--- config.mk ---
export PLATFORM = sky130hd
export DESIGN_NAME = cpu_loader
export DESIGN_NICKNAME = d
export VERILOG_FILES = /design/src/rtl/cpu_loader_pkg.sv /design/src/rtl/cpu_loader.sv
export SDC_FILE = /design/constraint.sdc
export NUM_CORES = 1
export LEC_CHECK = 0
export BUFFER_PORTS_ARGS = -buffer_cell sky130_fd_sc_hd__buf_2
export CAP_MARGIN = 10
export CORE_MARGIN = 1.5
export CORE_UTILIZATION = 48
export DETAILED_ROUTE_END_ITERATION = 7
export PLACE_DENSITY = 0.77
export SYNTH_ARGS = -nofsm -noshare
export SYNTH_HDL_FRONTEND = slang
export SYNTH_SLANG_ARGS = --single-unit
--- constraint.sdc ---
create_clock -name clk -period 3.1 [get_ports clk]
set_clock_uncertainty 0.2 [all_clocks]
set_input_delay 0 -clock clk [delete_from_list [all_inputs] [get_ports clk]]
set_output_delay 0 -clock clk [all_outputs]
set_load 0.1 [all_outputs]
--- src/rtl/cpu_loader_pkg.sv ---
// Shared definitions for the cpu_loader stream loader: command codes,
// header field positions, the FSM state type and the range-check helper.
`timescale 1ns/1ps
package cpu_loader_pkg;

  localparam logic [1:0] CMD_LOAD_I  = 2'b00;
  localparam logic [1:0] CMD_LOAD_D  = 2'b01;
  localparam logic [1:0] CMD_RUN     = 2'b10;
  localparam logic [1:0] CMD_ILLEGAL = 2'b11;

  localparam int HDR_CMD_MSB  = 31;
  localparam int HDR_CMD_LSB  = 30;
  localparam int HDR_BASE_MSB = 29;
  localparam int HDR_BASE_LSB = 16;
  localparam int HDR_N_MSB    = 15;
  localparam int HDR_N_LSB    = 0;

  localparam int BASE_W = 14;
  localparam int CNT_W  = 16;
  // base + N never exceeds 17 bits, so word indices live in this width
  localparam int WIDX_W = 17;

  typedef enum logic [2:0] {
    ST_IDLE      = 3'd0,
    ST_LOAD_I    = 3'd1,
    ST_LOAD_D_LO = 3'd2,
    ST_LOAD_D_HI = 3'd3,
    ST_RUN       = 3'd4,
    ST_ERR       = 3'd5
  } state_e;

  // True when the byte just past the last word lies beyond the memory.
  function automatic logic range_bad(input logic [BASE_W-1:0] base,
                                     input logic [CNT_W-1:0]  n,
                                     input int unsigned       word_shift,
                                     input int unsigned       addr_w);
    logic [WIDX_W-1:0] end_idx;
    logic [63:0]       end_byte;
    end_idx  = {3'b000, base} + {1'b0, n};
    end_byte = {47'd0, end_idx} << word_shift;
    return end_byte > (64'd1 << addr_w);
  endfunction

endpackage

--- src/rtl/cpu_loader.sv ---
// Streaming loader: decodes header words, writes payload into the cpu's
// instruction/data memories through the *_ext port sets and runs the cpu
// for a programmed number of cycles. All outputs are registered.
`timescale 1ns/1ps
module cpu_loader
  import cpu_loader_pkg::*;
#(
  parameter int IMEM_ADDR_W = 9,
  parameter int DMEM_ADDR_W = 10
) (
  input  logic        clk,
  input  logic        arst_n,
  input  logic        s_valid,
  input  logic [31:0] s_data,
  output logic        s_ready,
  output logic [63:0] addr_ext,
  output logic        wen_ext,
  output logic        ren_ext,
  output logic [31:0] wdata_ext,
  output logic [63:0] addr_ext_2,
  output logic        wen_ext_2,
  output logic        ren_ext_2,
  output logic [63:0] wdata_ext_2,
  output logic        enable,
  output logic        busy,
  output logic        done,
  output logic        error
);

  state_e            state_q, state_d;
  logic [WIDX_W-1:0] widx_q, widx_d;   // current word index (imem or dmem)
  logic [CNT_W-1:0]  cnt_q, cnt_d;     // words left to load / cycles left to run
  logic [31:0]       lo_q, lo_d;       // low half of the pending dmem word

  logic        s_ready_q, s_ready_d;
  logic [63:0] addr_ext_q, addr_ext_d;
  logic        wen_ext_q, wen_ext_d;
  logic [31:0] wdata_ext_q, wdata_ext_d;
  logic [63:0] addr_ext_2_q, addr_ext_2_d;
  logic        wen_ext_2_q, wen_ext_2_d;
  logic [63:0] wdata_ext_2_q, wdata_ext_2_d;
  logic        enable_q, enable_d;
  logic        busy_q, busy_d;
  logic        done_q, done_d;
  logic        error_q, error_d;

  logic              accept_s;
  logic [1:0]        hdr_cmd_s;
  logic [BASE_W-1:0] hdr_base_s;
  logic [CNT_W-1:0]  hdr_n_s;

  assign accept_s   = s_valid && s_ready_q;
  assign hdr_cmd_s  = s_data[HDR_CMD_MSB:HDR_CMD_LSB];
  assign hdr_base_s = s_data[HDR_BASE_MSB:HDR_BASE_LSB];
  assign hdr_n_s    = s_data[HDR_N_MSB:HDR_N_LSB];

  // Next-state, datapath and registered-output decode for the loader FSM.
  always_comb begin
    state_d       = state_q;
    widx_d        = widx_q;
    cnt_d         = cnt_q;
    lo_d          = lo_q;
    addr_ext_d    = addr_ext_q;
    wen_ext_d     = 1'b0;
    wdata_ext_d   = wdata_ext_q;
    addr_ext_2_d  = addr_ext_2_q;
    wen_ext_2_d   = 1'b0;
    wdata_ext_2_d = wdata_ext_2_q;
    done_d        = 1'b0;

    case (state_q)
      ST_IDLE: begin
        if (accept_s) begin
          case (hdr_cmd_s)
            CMD_LOAD_I: begin
              if (hdr_n_s == 16'd0) begin
                state_d = ST_IDLE;
              end else if (range_bad(hdr_base_s, hdr_n_s, 32'd2, IMEM_ADDR_W)) begin
                state_d = ST_ERR;
              end else begin
                state_d = ST_LOAD_I;
                widx_d  = {3'b000, hdr_base_s};
                cnt_d   = hdr_n_s;
              end
            end
            CMD_LOAD_D: begin
              if (hdr_n_s == 16'd0) begin
                state_d = ST_IDLE;
              end else if (range_bad(hdr_base_s, hdr_n_s, 32'd3, DMEM_ADDR_W)) begin
                state_d = ST_ERR;
              end else begin
                state_d = ST_LOAD_D_LO;
                widx_d  = {3'b000, hdr_base_s};
                cnt_d   = hdr_n_s;
              end
            end
            CMD_RUN: begin
              state_d = ST_RUN;
              cnt_d   = hdr_n_s;
            end
            CMD_ILLEGAL: state_d = ST_ERR;
            default:     state_d = ST_ERR;
          endcase
        end else begin
          state_d = ST_IDLE;
        end
      end
      ST_LOAD_I: begin
        if (accept_s) begin
          wen_ext_d   = 1'b1;
          addr_ext_d  = {45'd0, widx_q, 2'b00};
          wdata_ext_d = s_data;
          widx_d      = widx_q + 17'd1;
          cnt_d       = cnt_q - 16'd1;
          if (cnt_q == 16'd1) begin
            state_d = ST_IDLE;
          end else begin
            state_d = ST_LOAD_I;
          end
        end else begin
          state_d = ST_LOAD_I;
        end
      end
      ST_LOAD_D_LO: begin
        if (accept_s) begin
          lo_d    = s_data;
          state_d = ST_LOAD_D_HI;
        end else begin
          state_d = ST_LOAD_D_LO;
        end
      end
      ST_LOAD_D_HI: begin
        if (accept_s) begin
          wen_ext_2_d   = 1'b1;
          addr_ext_2_d  = {44'd0, widx_q, 3'b000};
          wdata_ext_2_d = {s_data, lo_q};
          widx_d        = widx_q + 17'd1;
          cnt_d         = cnt_q - 16'd1;
          if (cnt_q == 16'd1) begin
            state_d = ST_IDLE;
          end else begin
            state_d = ST_LOAD_D_LO;
          end
        end else begin
          state_d = ST_LOAD_D_HI;
        end
      end
      ST_RUN: begin
        // A zero count means run until reset
        if (cnt_q == 16'd0) begin
          state_d = ST_RUN;
        end else if (cnt_q == 16'd1) begin
          state_d = ST_IDLE;
          cnt_d   = 16'd0;
          done_d  = 1'b1;
        end else begin
          state_d = ST_RUN;
          cnt_d   = cnt_q - 16'd1;
        end
      end
      ST_ERR:  state_d = ST_ERR;
      default: state_d = ST_ERR;
    endcase

    s_ready_d = (state_d == ST_IDLE) || (state_d == ST_LOAD_I) ||
                (state_d == ST_LOAD_D_LO) || (state_d == ST_LOAD_D_HI);
    enable_d  = (state_d == ST_RUN);
    busy_d    = (state_d != ST_IDLE);
    error_d   = error_q || (state_d == ST_ERR);
  end

  // State, datapath and output registers; reset clears everything at once.
  always_ff @(posedge clk or negedge arst_n) begin
    if (!arst_n) begin
      state_q       <= ST_IDLE;
      widx_q        <= 17'd0;
      cnt_q         <= 16'd0;
      lo_q          <= 32'd0;
      s_ready_q     <= 1'b0;
      addr_ext_q    <= 64'd0;
      wen_ext_q     <= 1'b0;
      wdata_ext_q   <= 32'd0;
      addr_ext_2_q  <= 64'd0;
      wen_ext_2_q   <= 1'b0;
      wdata_ext_2_q <= 64'd0;
      enable_q      <= 1'b0;
      busy_q        <= 1'b0;
      done_q        <= 1'b0;
      error_q       <= 1'b0;
    end else begin
      state_q       <= state_d;
      widx_q        <= widx_d;
      cnt_q         <= cnt_d;
      lo_q          <= lo_d;
      s_ready_q     <= s_ready_d;
      addr_ext_q    <= addr_ext_d;
      wen_ext_q     <= wen_ext_d;
      wdata_ext_q   <= wdata_ext_d;
      addr_ext_2_q  <= addr_ext_2_d;
      wen_ext_2_q   <= wen_ext_2_d;
      wdata_ext_2_q <= wdata_ext_2_d;
      enable_q      <= enable_d;
      busy_q        <= busy_d;
      done_q        <= done_d;
      error_q       <= error_d;
    end
  end

  assign s_ready     = s_ready_q;
  assign addr_ext    = addr_ext_q;
  assign wen_ext     = wen_ext_q;
  assign ren_ext     = 1'b0;
  assign wdata_ext   = wdata_ext_q;
  assign addr_ext_2  = addr_ext_2_q;
  assign wen_ext_2   = wen_ext_2_q;
  assign ren_ext_2   = 1'b0;
  assign wdata_ext_2 = wdata_ext_2_q;
  assign enable      = enable_q;
  assign busy        = busy_q;
  assign done        = done_q;
  assign error       = error_q;

endmodule

## After elaboration in Yosys (flattened, before gate mapping)

Index checks and enable logic that the tools add are counted.

| operators by class | value |
|---|---|
| $mul | 0 |
| shifts and indexed selects | 0 |
| eq/ne operators | 22 |
| reduce and logical (&&, ||, !) cells | 19 |
| div/mod/pow operators | 0 |
| $lt $le $gt $ge | 2 |
| mux-type cells | 38 |
| add/sub/neg operators | 3 |
| bitwise gates (word level) | 0 |

Operators by type and width:

| kind | number |
|---|---|
| $mux 16 | 8 |
| $mux 17 | 6 |
| $pmux 16 s3 | 2 |
| $pmux 17 s2 | 2 |
| $logic_not 16->1 | 2 |
| $mux 3 | 9 |
| $gt 20x11->1 const B | 1 |
| $gt 19x10->1 const B | 1 |
| $add 14x16->17 | 1 |
| $add 17x1->17 const B | 1 |
| $eq 16x1->1 const B | 1 |
| $sub 16x1->16 const B | 1 |
| $pmux 3 s5 | 1 |
| $eq 3x2->1 const B | 4 |
| $ne 3x3->1 const B | 4 |
| $pmux 3 s4 | 1 |
| $eq 3x3->1 const B | 3 |
| $reduce_and 9->1 | 1 |
| $mux 1 | 8 |
| $reduce_and 8->1 | 1 |
| $eq 3x1->1 const B | 2 |
| $logic_not 3->1 | 2 |
| $reduce_and 2->1 | 3 |
| $reduce_bool 3->1 | 2 |
| 12 further kinds | 17 |

| storage, ports and cells | value |
|---|---|
| bits in registers | 205 |
| output and inout bits | 233 |
| bits in latches | 0 |
| input port bits | 35 |
| RAM bits | 0 |
| memories | 0 |
| logic and storage cells | 99 |
| memory bits (read-only) | 0 |

## Depth between registers and ports, before layout

| depth | value |
|---|---|
| depth after elaboration | 11 |
| gate-level depth with buffers | 13 |
| mapped depth without buffers | 12 |

## Least setup slack after synthesis

OpenSTA, ideal clock, no wires.

| timing path | value |
|---|---|
| path type | input -> register |
| start point | input s_data[0] |
| end point | register widx_q[0] |
| setup slack | -179 ps |
| stages | 12 |
| data required time | 2774 ps |
| data arrival time | 2953 ps |
| setup time | 126 ps |
| buffers on the path | 2 |
| cells stage by stage | ha_1 -> fa_1 -> xor2_1 -> or4_1 -> a211oi_1 -> a31oi_1 -> or3_1 -> clkbuf_1 -> or3_1 -> buf_2 -> and3_4 -> a311o_1 |

| on the way | value |
|---|---|
| word-level cells in the longest chain between the ends | 4 |
| elaborated cells on any way between the ends | 9 |
| classes of those cells | add/sub (1); order compare (2); eq/ne (4); reduce/logical (2) |

Ends and longest elaborated chain:

| item | line | source |
|---|---|---|
| start, declared | cpu_loader.sv:14 | `input logic [31:0] s_data,` |
| $add 14x16->17 | cpu_loader_pkg.sv:39 | `end_idx = {3'b000, base} + {1'b0, n};` |
| $gt 20x11->1 / $gt 19x10->1 (equally long branches) | cpu_loader_pkg.sv:41 | `return end_byte > (64'd1 << addr_w);` |
| $ne 3x3->1 (no line) | - |  |
| $reduce_and 8->1 (no line) * | - |  |
| end signal, assigned | cpu_loader.sv:192 | `widx_q <= widx_d;` |
| end, declared | cpu_loader.sv:31 | `logic [WIDX_W-1:0] widx_q, widx_d;` |

Every way passes the cells marked *; elsewhere a longest branch is shown, timed or not.
A chain may end at the register's enable or synchronous reset.

## Worst setup path in the final report

| timing path | value |
|---|---|
| start point | input s_data[29] |
| end point | register busy_q (netlist: busy) |

| on the way | value |
|---|---|
| word-level cells in the longest chain between the ends | 8 |
| elaborated cells on any way between the ends | 11 |
| classes of those cells | add/sub (1); order compare (2); mux (7); reduce/logical (1) |

Ends and longest elaborated chain:

| item | line | source |
|---|---|---|
| $add 14x16->17 * | cpu_loader_pkg.sv:39 |  |
| $gt 20x11->1 / $gt 19x10->1 (equally long branches) | cpu_loader_pkg.sv:41 |  |
| $mux 3 (on tied branches) | cpu_loader.sv:89, cpu_loader.sv:78 |  |
| $mux 3 (on tied branches) | cpu_loader.sv:87, cpu_loader.sv:76 |  |
| $pmux 3 s4 * | cpu_loader.sv:74 | `case (hdr_cmd_s)` |
| $mux 3 * | cpu_loader.sv:73 | `if (accept_s) begin` |
| $pmux 3 s5 * | cpu_loader.sv:71 | `case (state_q)` |
| named net state_d[2] | cpu_loader.sv:30 | `state_e state_q, state_d;` |
| $reduce_bool 3->1 * | cpu_loader.sv:168 | `busy_d = (state_d != ST_IDLE);` |
| named net busy_d | cpu_loader.sv:43 | `logic busy_q, busy_d;` |
| end signal, assigned | cpu_loader.sv:203 | `busy_q <= busy_d;` |
| end, declared | cpu_loader.sv:43 |  |

Mark *: on every way through the listed nets, which the timed path passes. The rest lies on a longest branch.

==> impl_summary.log <==
INFO  metric outcome = complete, but fails checks
INFO  metric violations_in_the_final_reports = negative hold slack
INFO  metric period_share = 0.955
INFO  metric gp_routability_congestion = slightly above 0.9
INFO  metric max-clock-path-buffers = 3
INFO  metric clock-sinks = 205
INFO  metric max-cap-violations = 0
INFO  metric post_synth.cell_area_avg = between 10 and 15 um2
INFO  metric grtUsageMet1 = 0.326
INFO  metric timing.critical_path.to_type = flop
INFO  metric number_of_global_route_vias_before_repair = 7609
INFO  metric crit_fanout = 4
INFO  metric horizontal_die_dimension = 148 um
INFO  metric ant_nets = 0
INFO  metric n_antenna_cell = 0
INFO  metric initial_core_utilization = 0.494
INFO  metric clk_pin_slew_worst_paths = about 60 ps
INFO  metric antenna_found_initial = 0
INFO  metric post_cts_buffers = 0
INFO  metric grt_pass1_wl = just over 40000 um
INFO  metric crit_arrival = between 3000 and 4000 ps
INFO  metric fin_crit = slightly below 3000 ps
INFO  metric chipHeight = roughly 150 um
INFO  metric slowest_stage_cell_on_the_critical_path = sky130_fd_sc_hd__dlygate4sd3_1
INFO  metric globalRouteTotalUtil = 0.239
INFO  metric synth_ff_type = sky130_fd_sc_hd__dfrtp_1
INFO  metric worst-endpoint-required = around 3300 ps
INFO  metric grt-ovfl-total = 0
INFO  metric drt_drc_violations_left = 0
INFO  metric core_area = roughly 20000 um2
INFO  metric filler_cells_inserted = 1671
INFO  metric synth_cells = 870
INFO  metric placement.io_buffers = around 170
INFO  metric synth_warnings = 0
INFO  metric row_count = between 50 and 60
INFO  metric final_nets = 1189
INFO  metric synth-edff-count = 0
INFO  metric synth_area = 10100 um2
INFO  metric cp_delay_by_family_top = simple AND/OR/NAND/NOR gates
INFO  metric clk_root_buffer_cell = sky130_fd_sc_hd__clkbuf_16
INFO  metric via_count = 7706
INFO  metric groute.layer.met3.usage = 0.0506
INFO  metric grt_util_met2 = 0.383
INFO  metric worst-path-buf-inv = 3
INFO  metric finalHoldViolCount = 1
INFO  metric via_density_per_instance = between 5 and 6
INFO  metric drive_above_1_share = 0.403
INFO  metric drt_pre_antenna_iters = 5
INFO  metric postSynth.asyncResetShare = 1.00
INFO  metric tritoncts = done
INFO  metric timing.final.setup_violations = 0
INFO  metric avgRoutedWirePerCell = 18.8 um
INFO  metric worst_slew_margin_rel = 0.592
INFO  metric drt_first_iter_violations = just under 600
INFO  metric hold_path_class = in2reg
INFO  metric max_freq = ~340 MHz
INFO  metric area_delta_synth_final = 24.4%
INFO  metric top_level_ports = 268
INFO  metric critPathMaxStageDelay = around 540 ps
INFO  metric ys_ff_latch = approximately 210
INFO  metric final_hold_slack = -1.55 ps
INFO  metric cp_cell_sequence = dlygate4sd3_1 -> buf_2 -> ha_1 -> o21ai_1 -> nand2b_1 -> nand3b_1 -> a31oi_1 -> o22ai_1 -> or4_4 -> or2_4 -> a21oi_4 -> inv_2 -> or4_1
INFO  metric design.die.area = 22000 um2
INFO  metric worstMarginPinSlew = between 600 and 700 ps
INFO  metric cp-start-kind = input port
INFO  metric ctsHtreeMaxLevel = 1
INFO  metric final_max_slew_viol_count = 0
INFO  metric clk-insertion-delay-late = 510 ps
INFO  metric grt_start_max_net_pins = between 100 and 150
INFO  metric rsz0062_at_grt = false
INFO  metric grt_most_used_layer = met2
INFO  metric path_class = in2reg
INFO  metric ys_types = 69
INFO  metric drt_wl_total = around 27000 um
INFO  metric dp_hpwl = 18700 um
INFO  metric yosysSeqAreaShare = 0.506
INFO  metric cts_made_buffers = 22
[layout by cell type, fill, tap and decap left out, drive strengths merged, types with 3 or more instances in the layout]
master	n
or4	5
clkbuf	34
dlygate4sd3	34
dfrtp	205
o31ai	3
nor2b	4
buf	245
a21oi	44
mux2i	4
and3	6
nand2	33
nand4	3
o21a	3
clkinv	4
mux2	157
nor3	21
nor2	52
ha	17
nand3	22
a211oi	4
xnor2	6
o22ai	6
nand2b	12
a21o	6
o211ai	11
o2bb2ai	16
a221oi	4
and2	3
a31oi	3
a211o	3
or3	5
nor4	14
conb	96
o21ai	25
inv	12
xor2	4
[metal layers]
layer	part of all wire	up-vias
met3	0.078	55
met2	0.47	355
li1	-	3475
met4	0.032	0
met5	0	-
met1	0.42	3821
[cell families after synthesis]
family	count (synthesis)	share of synthesized area
AOI/OAI and AO/OA	145	0.101
xor gates and xnor gates	10	0.00864
adders and majority gates	18	0.0230
buffers and inverters	146	0.0916
DFF	205	0.506
muxes	161	0.178
other	1	0.000370
and+or+nand+nor	184	0.0903
[flip-flops by register name, summed over array words and instances, names as in the netlist]
name and count:
addr_ext_2 17, lo_q 32, wdata_ext_2 64, done 1, cnt_q 16, error 1, wdata_ext 32, state_q 3
s_ready 1, widx_q 17, enable 1, addr_ext 17, wen_ext 1, wen_ext_2 1, busy 1
[final cells by class]
type | instances | area, um2 | share of cell area
clock inverter | 6 | 65.1 | 0.00516
tap | 270 | 338 | 0.0268
sequential | 205 | 5130 | 0.407
inverter | 11 | 41.3 | 0.00328
multi-input combinational | 614 | 4530 | 0.360
clock buffer | 33 | 653 | 0.0518
timing repair buffer | 282 | 1840 | 0.146
[final timing paths]
path,start,end,slack [ps],cells past startpoint
worst max register to register,cnt_q[4],cnt_q[1],240,9
min in group asynchronous,arst_n,lo_q[27],430,4
max in group asynchronous,arst_n,wdata_ext_2[2],1660,4
worst max-delay path,s_data[29],busy,140,13
worst min register to register,error,error,270,1
worst min-delay path,s_data[11],wdata_ext[11],-2,3
[Yosys cell counts, types with 12 or more instances]
library cell	n	area (um2)
sky130_fd_sc_hd__nor3_1	21	105
sky130_fd_sc_hd__ha_1	17	213
sky130_fd_sc_hd__dfrtp_1	205	5130
sky130_fd_sc_hd__nor2_1	52	195
sky130_fd_sc_hd__mux2_2	157	1770
sky130_fd_sc_hd__o21ai_0	23	115
sky130_fd_sc_hd__buf_4	96	721
sky130_fd_sc_hd__nand3_1	22	110
sky130_fd_sc_hd__nor4_1	13	81.3
sky130_fd_sc_hd__clkbuf_1	26	97.6
sky130_fd_sc_hd__nand2_1	32	120
sky130_fd_sc_hd__a21oi_1	41	205
sky130_fd_sc_hd__nand2b_1	12	75.1
sky130_fd_sc_hd__o2bb2ai_1	16	140
[worst reg2reg max path, cell delays in order, from the launching register on]
cell                       delay [ps]
sky130_fd_sc_hd__dfrtp_1          410
sky130_fd_sc_hd__or3_1            430
sky130_fd_sc_hd__nor4_2           210
sky130_fd_sc_hd__nand2_1          110
sky130_fd_sc_hd__or4_1            470
sky130_fd_sc_hd__o311ai_1         280
sky130_fd_sc_hd__o31ai_1          180
sky130_fd_sc_hd__nand2_2          110
sky130_fd_sc_hd__buf_4            170
sky130_fd_sc_hd__mux2i_1          210
[through the flow]
stage	instances	setup WS, ps	TNS (ps)	instance area, um2	util
2_1_floorplan	965	-15.8	-28.9	10500	-
3_3_place_gp	1347	-123	-1630	11500	0.559
3_5_place_dp	1347	-199	-3500	11500	0.559
4_1_cts	1422	8.51	0	12600	0.613
5_1_grt	1421	33.0	0	12600	0.615
6_report	1421	138	0	12600	0.615
[timing repair]
item	in CTS	in global routing
hold buffers	36	1
hold endpoints to repair	334	4
setup endpoints to repair	0	34
resized for setup	0	11
Power is not shown: default switching activity piles up to over one toggle a cycle in this logic, so the estimate is an artifact.
